==> config.mk <==
export PLATFORM = sky130hd
export DESIGN_NAME = injetor_seq
export DESIGN_NICKNAME = d
export VERILOG_FILES = /design/src/rtl/injetor_seq_pkg.sv /design/src/rtl/injetor_lfsr.sv /design/src/rtl/injetor_seq.sv
export SDC_FILE = /design/constraint.sdc
export NUM_CORES = 1
export LEC_CHECK = 0
export CAP_MARGIN = 15
export CORE_ASPECT_RATIO = 2
export CORE_MARGIN = 2
export CORE_UTILIZATION = 46
export CTS_CLUSTER_DIAMETER = 100
export DETAILED_ROUTE_END_ITERATION = 7
export PLACE_DENSITY = 0.84
export SLEW_MARGIN = 25
export SYNTH_ARGS = -nofsm -noshare
export SYNTH_HDL_FRONTEND = slang
export SYNTH_HIERARCHICAL = 1
export SYNTH_SLANG_ARGS = --single-unit
==> constraint.sdc <==
create_clock -name clk -period 9.1 [get_ports clk]
set_input_delay 1.365 -clock clk [delete_from_list [all_inputs] [get_ports clk]]
set_output_delay 1.365 -clock clk [all_outputs]
set_load 0.02 [all_outputs]
==> src/rtl/injetor_seq_pkg.sv <==
// Shared definitions for the pipelined Hamming(15,11) error injector:
// mode encodings, LFSR constants and the Galois step function.
package injetor_seq_pkg;

  localparam int          HAM_W        = 15;
  localparam int          HAM_IDXW     = 4;
  localparam logic [15:0] DEFAULT_SEED = 16'hACE1;
  // Toggle mask for x^16+x^14+x^13+x^11+1 in right-shifting Galois form.
  localparam logic [15:0] LFSR_POLY    = 16'hB400;

  typedef enum logic [1:0] {
    MODO_NONE   = 2'b00,
    MODO_SINGLE = 2'b01,
    MODO_DOUBLE = 2'b10,
    MODO_LFSR   = 2'b11
  } modo_e;

  function automatic logic [15:0] lfsr_next(input logic [15:0] cur);
    lfsr_next = {1'b0, cur[15:1]} ^ (cur[0] ? LFSR_POLY : 16'h0000);
  endfunction

endpackage

==> src/rtl/injetor_lfsr.sv <==
// 16-bit Galois LFSR that steps only when enabled; exposes the low index bits.
module injetor_lfsr
  import injetor_seq_pkg::*;
#(
  parameter logic [15:0] SEED = DEFAULT_SEED,
  parameter int          IDXW = HAM_IDXW
) (
  input  logic            clk,
  input  logic            rst,
  input  logic            en,
  output logic [IDXW-1:0] low
);

  logic [15:0] state;

  // NOTE: sequential state uses non-blocking assignments so every register
  // samples pre-edge values, independent of block ordering.
  always_ff @(posedge clk or posedge rst) begin
    if (rst)     state <= SEED;
    else if (en) state <= lfsr_next(state);
  end

  assign low = state[IDXW-1:0];

endmodule

==> src/rtl/injetor_seq.sv <==
// Pipelined Hamming error injector: one-register valid/ready stage that flips
// zero, one or two bits per accepted word according to mode and period.
module injetor_seq
  import injetor_seq_pkg::*;
#(
  parameter int          W    = HAM_W,
  parameter int          IDXW = HAM_IDXW,
  parameter logic [15:0] SEED = DEFAULT_SEED
) (
  input  logic            clk,
  input  logic            rst,
  input  logic            in_valid,
  output logic            in_ready,
  input  logic [W-1:0]    entrada,
  input  logic            erro,
  input  logic [1:0]      modo,
  input  logic [IDXW-1:0] n,
  input  logic [IDXW-1:0] m,
  input  logic [7:0]      periodo,
  output logic            out_valid,
  input  logic            out_ready,
  output logic [W-1:0]    saida,
  output logic            injetado,
  output logic [15:0]     total_erros
);

  logic            accept;
  logic            fire;
  logic [7:0]      cnt;
  logic [7:0]      cnt_next;
  logic [7:0]      last;
  logic [W-1:0]    mask;
  logic [IDXW-1:0] lfsr_low;
  logic [IDXW-1:0] rnd_idx;

  assign in_ready = !out_valid || out_ready;
  assign accept   = in_valid && in_ready;

  injetor_lfsr #(.SEED(SEED), .IDXW(IDXW)) u_lfsr (
    .clk (clk),
    .rst (rst),
    .en  (accept && (modo_e'(modo) == MODO_LFSR)),
    .low (lfsr_low)
  );

  // Out-of-range indices produce an empty mask rather than wrapping.
  function automatic logic [W-1:0] bit_at(input logic [IDXW-1:0] idx);
    bit_at = '0;
    if (int'(idx) < W) bit_at[idx] = 1'b1;
  endfunction

  // NOTE: every always_comb output gets a default first, so no path can
  // leave a signal unassigned and infer a latch.
  always_comb begin
    last     = ((periodo == 8'd0) ? 8'd1 : periodo) - 8'd1;
    fire     = 1'b0;
    cnt_next = 8'd0;
    if (erro) begin
      if (cnt == last)     fire     = 1'b1;
      else if (cnt < last) cnt_next = cnt + 8'd1;
    end

    rnd_idx = lfsr_low;
    if (int'(rnd_idx) >= W) rnd_idx = rnd_idx - IDXW'(W);

    mask = '0;
    if (fire) begin
      case (modo_e'(modo))
        MODO_SINGLE: mask = bit_at(n);
        MODO_DOUBLE: mask = bit_at(n) | bit_at(m);
        MODO_LFSR:   mask = bit_at(rnd_idx);
        default:     mask = '0;
      endcase
    end
  end

  always_ff @(posedge clk or posedge rst) begin
    if (rst) begin
      out_valid   <= 1'b0;
      saida       <= '0;
      injetado    <= 1'b0;
      total_erros <= 16'h0000;
      cnt         <= 8'd0;
    end else if (accept) begin
      out_valid <= 1'b1;
      saida     <= entrada ^ mask;
      injetado  <= |mask;
      cnt       <= cnt_next;
      if ((|mask) && (total_erros != 16'hFFFF)) total_erros <= total_erros + 16'd1;
    end else if (out_ready) begin
      out_valid <= 1'b0;
    end
  end

endmodule

Yosys cells after proc, flatten, opt, wreduce, memory -nomap -nowiden:

Cells that the tools add are included.

* register bits after elaboration: 57
* output and inout bits: 34
* input port bits: 38

* equality and inequality tests: 5
* add/subtract/negate cells: 4
* multiplexer cells: 25
* order comparisons: 11
* reductions and logical operators: 12
* bitwise gates (word level): 3

Operator list (count)
* 15-bit 2-to-1 mux: 8
* 15-bit one-hot mux with 3 select lines: 1
* 8-bit 2-to-1 mux: 4
* 16-bit by 1-bit adder with 16-bit output (second input constant): 1
* 16-bit 2-to-1 mux: 1
* 16-bit != test (second input constant): 1
* 15-bit by 16-bit XOR with 16-bit output: 1
* 4-bit by 5-bit less-than comparator with 1-bit output (second input constant): 3
* 15-bit bitwise OR: 1
* 15-bit OR reduction: 1
* 15-bit XOR: 1
* 1-bit demux with 4-bit select: 3
* 4-bit by 1-bit >= comparator with 1-bit output (second input constant): 3
* 4-bit less-than comparator (second input constant): 3
* 8-bit by 1-bit adder with 8-bit output (second input constant): 1
* 8-bit equality test: 1
* 8-bit zero test: 1
* 8-bit less-than comparator: 1
* 8-bit by 1-bit subtractor with 8-bit output (second input constant): 1
* 1-bit 2-to-1 mux: 7
* 1-bit logical AND: 6
* 2-bit equality test (second input constant): 2
* 4-bit >= comparator (second input constant): 1
* 4-bit 2-to-1 mux: 1
* 6 further kinds: 6

Logic depth before layout (Yosys ltp):

* word-level depth: 13
* mapped depth: 18
* mapped depth without buffers: 17

Hierarchy:

Netlist, hierarchy kept.

Modules (own cells, without submodules)
* injetor_seq: seq. area each 1026.0 µm², cells an instance 339, instances 1, area an instance 2911.5 µm²
* injetor_lfsr: seq. area each 410.4 µm², cells an instance 45, instances 1, area an instance 689.4 µm²

Least setup slack after synthesis:

Ideal clock, no wire load.

* kind: in2reg
* start point: in periodo[2]
* end point: reg total_erros[15]
* path buffers: 0
* slack: 4.219 ns
* data required time: 9.020 ns
* arrival time: 4.801 ns
* stages: 17
* path through: or4_1 > or3_1 > nor2_1 > nor2_1 > ha_1 > inv_1 > or3_1 > xor2_1 > ha_1 > nand4_1 > nor3_1 > o21ai_0 > and4_1 > or4b_1 > nand2_1 > nor4_1 > xor2_1

* cells in the longest elaborated chain, start to end: 10

RTL lines
* start, declared: line injetor_seq.sv:19 `input logic [7:0] periodo,`
* 8-bit zero test: line injetor_seq.sv:55 `last = ((periodo == 8'd0) ? 8'd1 : periodo) - 8'd1;`
* 8-bit 2-to-1 mux *: line injetor_seq.sv:55
* 8-bit by 1-bit subtractor with 8-bit output *: line injetor_seq.sv:55
* 8-bit equality test *: line injetor_seq.sv:59 `if (cnt == last) fire = 1'b1;`
* 1-bit 2-to-1 mux *: line injetor_seq.sv:59
* 1-bit 2-to-1 mux *: line injetor_seq.sv:58 `if (erro) begin`
* 15-bit 2-to-1 mux *: line injetor_seq.sv:67 `if (fire) begin`
* 15-bit OR reduction *: line injetor_seq.sv:89 `if ((|mask) && (total_erros != 16'hFFFF)) total_erros <= total_erros + 16'd1;`
* 1-bit logical AND *: line injetor_seq.sv:89
* 2-bit AND reduction (no line) *
* end signal, assigned: line injetor_seq.sv:89
* end, declared: line injetor_seq.sv:24 `output logic [15:0] total_erros`

Every way passes the cells marked *; elsewhere a longest branch is shown, timed or not.
A chain may end at the register's enable or synchronous reset.

Worst setup path in the final report:

Same ends and word-level chain as after synthesis.

==> out/results.tsv <==
stage	metric	value	unit
floorplanning	core area	7600	um^2
grt	total gr overflow	0	
clock_network	cts repair resizes	0	
job	max_cap viols	0	
logic_synthesis	Primary FF master, synth	dfrtp_1	
logic_synthesis	Simple-Gate Fraction of Synth Area	23.7	%
clock_network	CTS buffer count	9	
sta	# setup viols final	0	
detailed_routing	DRC errors left	0	
clock_network	clock slew seen by the registers of the worst setup and hold paths	0.05	ns
floorplanning	Initial Utilization	47.4	%
detailed_routing	Iter 0 DRT Violations	205	
floorplanning	Top Ports	72	
critical_path	crit path max fanout	17	
placement	DP Wirelength	6950	um
power	maximum VDD drop	0.181	mV
floorplanning	Row Count	45	
clock_network	setup bufs post-CTS	0	
clock_network	TritonCTS clock tree	yes	
floorplanning	Die Ht	129	um
clock_network	later-pin clock latency in the skew report	0.33	ns
sta	Slew Viols, Final	0	
sta	Final Skew	0.00698	ns
placement	GP Congestion	0.932	
logic_synthesis	Seq cells post-synth	57	
critical_path	required time at the worst-slack endpoint	9.30	ns
layout	ratio of cells with drive above 1 in the final layout	10.3	%
clock_network	clk root buf	clkbuf_16	
run_status	run status	finished, final reports clean	
logic_synthesis	mux contribution to synthesized area	5.07	%
clock_network	CTS sink count	57	
layout	commonest cells after routing, fill and taps aside	clkdlybuf4s50_1, nand2_1, dfrtp_1, o21ai_0	
layout	Core Util, Final	61.3	%
critical_path	crit end category	flop	
layout	design area	4660	um^2
grt	first-pass GRT wire length	15300	um
clock_network	htree depth	3	
detailed_routing	DR vias	3150	
grt	GRT Total Usage	23.3	%
logic_synthesis	largest family of logic cells by synthesized area	simple AND/OR/NAND/NOR gates	
layout	Cell Count, Final, Fillers Out	552	
critical_path	nature of the critical path startpoint	input port	
grt	largest net degree at the start of global routing	42	
logic_synthesis	Post-synth EDFFs	0	
sta	Setup TNS Final	0	ns
logic_synthesis	top cell type's share of synthesized area	34.1	%
power	static leakage	0.00192	uW
logic_synthesis	Avg Cell Area, Syn	9.38	um^2
floorplanning	die footprint	8590	um^2
layout	Layout fillers	654	
logic_synthesis	FFs w/ async S/R, synth	100	%
layout	antenna cells	0	
detailed_routing	Via density	5.71	
logic_synthesis	Synth Area in XOR/XNOR	9.24	%
logic_synthesis	distinct cell type count after synthesis	52	
logic_synthesis	Synth area leaders	dfrtp_1, dfstp_2, nand2_1	
grt	initial antenna violation count	0	
logic_synthesis	post-synthesis sequential area ratio	39.9	%
detailed_routing	Final ANT Viol Nets	0	
logic_synthesis	area leader, netlist	dfrtp_1	
sta	RSZ-0062 raised after global routing	no	
logic_synthesis	post-synth net total	436	
logic_synthesis	Post-Synth Adder-Cell Area	4.86	%
detailed_routing	drt pass-1 iters	4	
power	total chip power	825	uW
layout	final net count	505	
logic_synthesis	synthesized area	3600	um^2
layout	Layout area overhead	29.5	%
critical_path	arrival time at the worst endpoint	5.51	ns
placement	IO buf count	71	
floorplanning	Die W	66.6	um
logic_synthesis	Compound-Gate Fraction of Synth Area	12.5	%
detailed_routing	Total Wirelength	9090	um
placement	Placed Cells	536	
grt	vias in the first global route	3278	
sta	Hold Vio Cnt, Final	0	
critical_path	Crit Path Category	input port to flop	
sta	relative slew slack	54.1	%
sta	fmax	0.188	GHz
logic_synthesis	Ys Warns	6	
clock_network	Post-CTS Hold Fix Bufs	0	
worst_hold_path	HP Class	flop to flop	
sta	Least-Margin Pin Slew	0.678	ns
sta	post-layout min period	5.31	ns
logic_synthesis	Mapped Cells	384	
placement	Placed Area	4330	um^2
layout	most common cell after layout, fill and taps aside	clkdlybuf4s50_1	
clock_network	Clock Tree Buf Depth	2	
detailed_routing	WL/cell	16.5	um
sta	fin crit share	58.3	%
power	P per Cell Area	177	nW/um^2
layout make-up:
cell class | count | area [um^2] | area share [%]
tap | 94 | 118 | 2.52
multi-input combinational | 298 | 1990 | 42.8
timing repair buffer | 75 | 741 | 15.9
inverter | 12 | 45.0 | 0.966
clock inverter | 6 | 90.1 | 1.93
sequential | 57 | 1440 | 30.8
clock buffer | 10 | 239 | 5.12
worst max-delay path, cell delays in order:
cell	delay (ns)
clkdlybuf4s50_1	0.48
or4_1	0.56
or3_1	0.36
nor2_1	0.12
nor2_1	0.08
ha_1	0.22
inv_1	0.09
or3_1	0.13
xor2_1	0.16
ha_1	0.25
nand4_1	0.12
nor3_1	0.07
buf_4	0.19
o21ai_0	0.13
and4_1	0.26
or4b_1	0.46
nand2_1	0.21
nor4_1	0.09
xor2_1	0.15
state kept, by name, indices dropped and copies added (netlist names):
register / flops
u_lfsr/state: 16
injetado: 1
total_erros: 16
cnt: 8
saida: 15
out_valid: 1
worst paths after layout:
check	startpoint	slack, ns	end	depth (start not counted)
worst max-delay path	periodo[2]	3.79	total_erros[15]$_DFFE_PP0P_	19
worst min-delay path	saida[3]$_DFFE_PP0P_	0.48	saida[3]$_DFFE_PP0P_	2
worst max register to register	u_lfsr/state[0]$_DFFE_PP1P_	5.89	total_erros[15]$_DFFE_PP0P_	10
worst min register to register	saida[3]$_DFFE_PP0P_	0.48	saida[3]$_DFFE_PP0P_	2
max in group asynchronous	rst	7.23	saida[4]$_DFFE_PP0P_	3
min in group asynchronous	rst	1.44	u_lfsr/state[4]$_DFFE_PP0P_	2
per-stage QoR:
step | hold WS (ns) | setup slack (ns)
finish | 0.484 | 3.79
global route | 0.513 | 3.52
CTS | 0.489 | 3.80
detailed placement | 0.475 | 3.49
global placement | 0.461 | 3.70
floorplan | 0.455 | 4.22
kinds of logic (layout without fill, tap and decap cells):
logic type,after synthesis,after routing
flops,57,57
buf+inv,29,103
fa+ha+maj,14,14
xor+xnor,38,38
compound gates,73,73
mux,15,15
simple gates,158,158
where the power goes:
| group | total (uW) | internal, uW | switching, uW |
|---|---|---|---|
| registers | 314 | 292 | 21.8 |
| logic | 143 | 73.4 | 69.3 |
| clock network | 368 | 248 | 121 |
| total | 825 | 613 | 212 |
metal layers:
layer / part of all wire [%] / global-route usage (%) / wire, um / vias up
met3: 3.9 / 4.86 / 354 / 32
met5: 0 / 0 / 0 / -
li1: - / - / - / 1505
met2: 54 / 40.8 / 4940 / 99
met4: 4.5 / 14.6 / 408 / 0
met1: 37 / 24.5 / 3390 / 1514
cell usage after synthesis, types with 3 or more instances:
library cell and instances:
dfrtp_1 49, nand2_1 49, o21ai_0 35, xnor2_1 19, xor2_1 19, nor2_1 17
nand2b_1 16, ha_1 14, nand3_1 14, inv_1 12, mux2_2 10, nand4_1 10
nor2b_1 10, nor3_1 10, clkbuf_1 8, dfstp_2 8, o31ai_1 7, a21oi_1 6
and4_1 4, buf_4 4, buf_6 4, mux2_4 4, o22ai_1 4, or4_1 4
a21o_1 3, a32oi_1 3, and3_1 3, nor4bb_1 3, o211ai_1 3, or3_1 3
(Power assumes the default switching activity.)
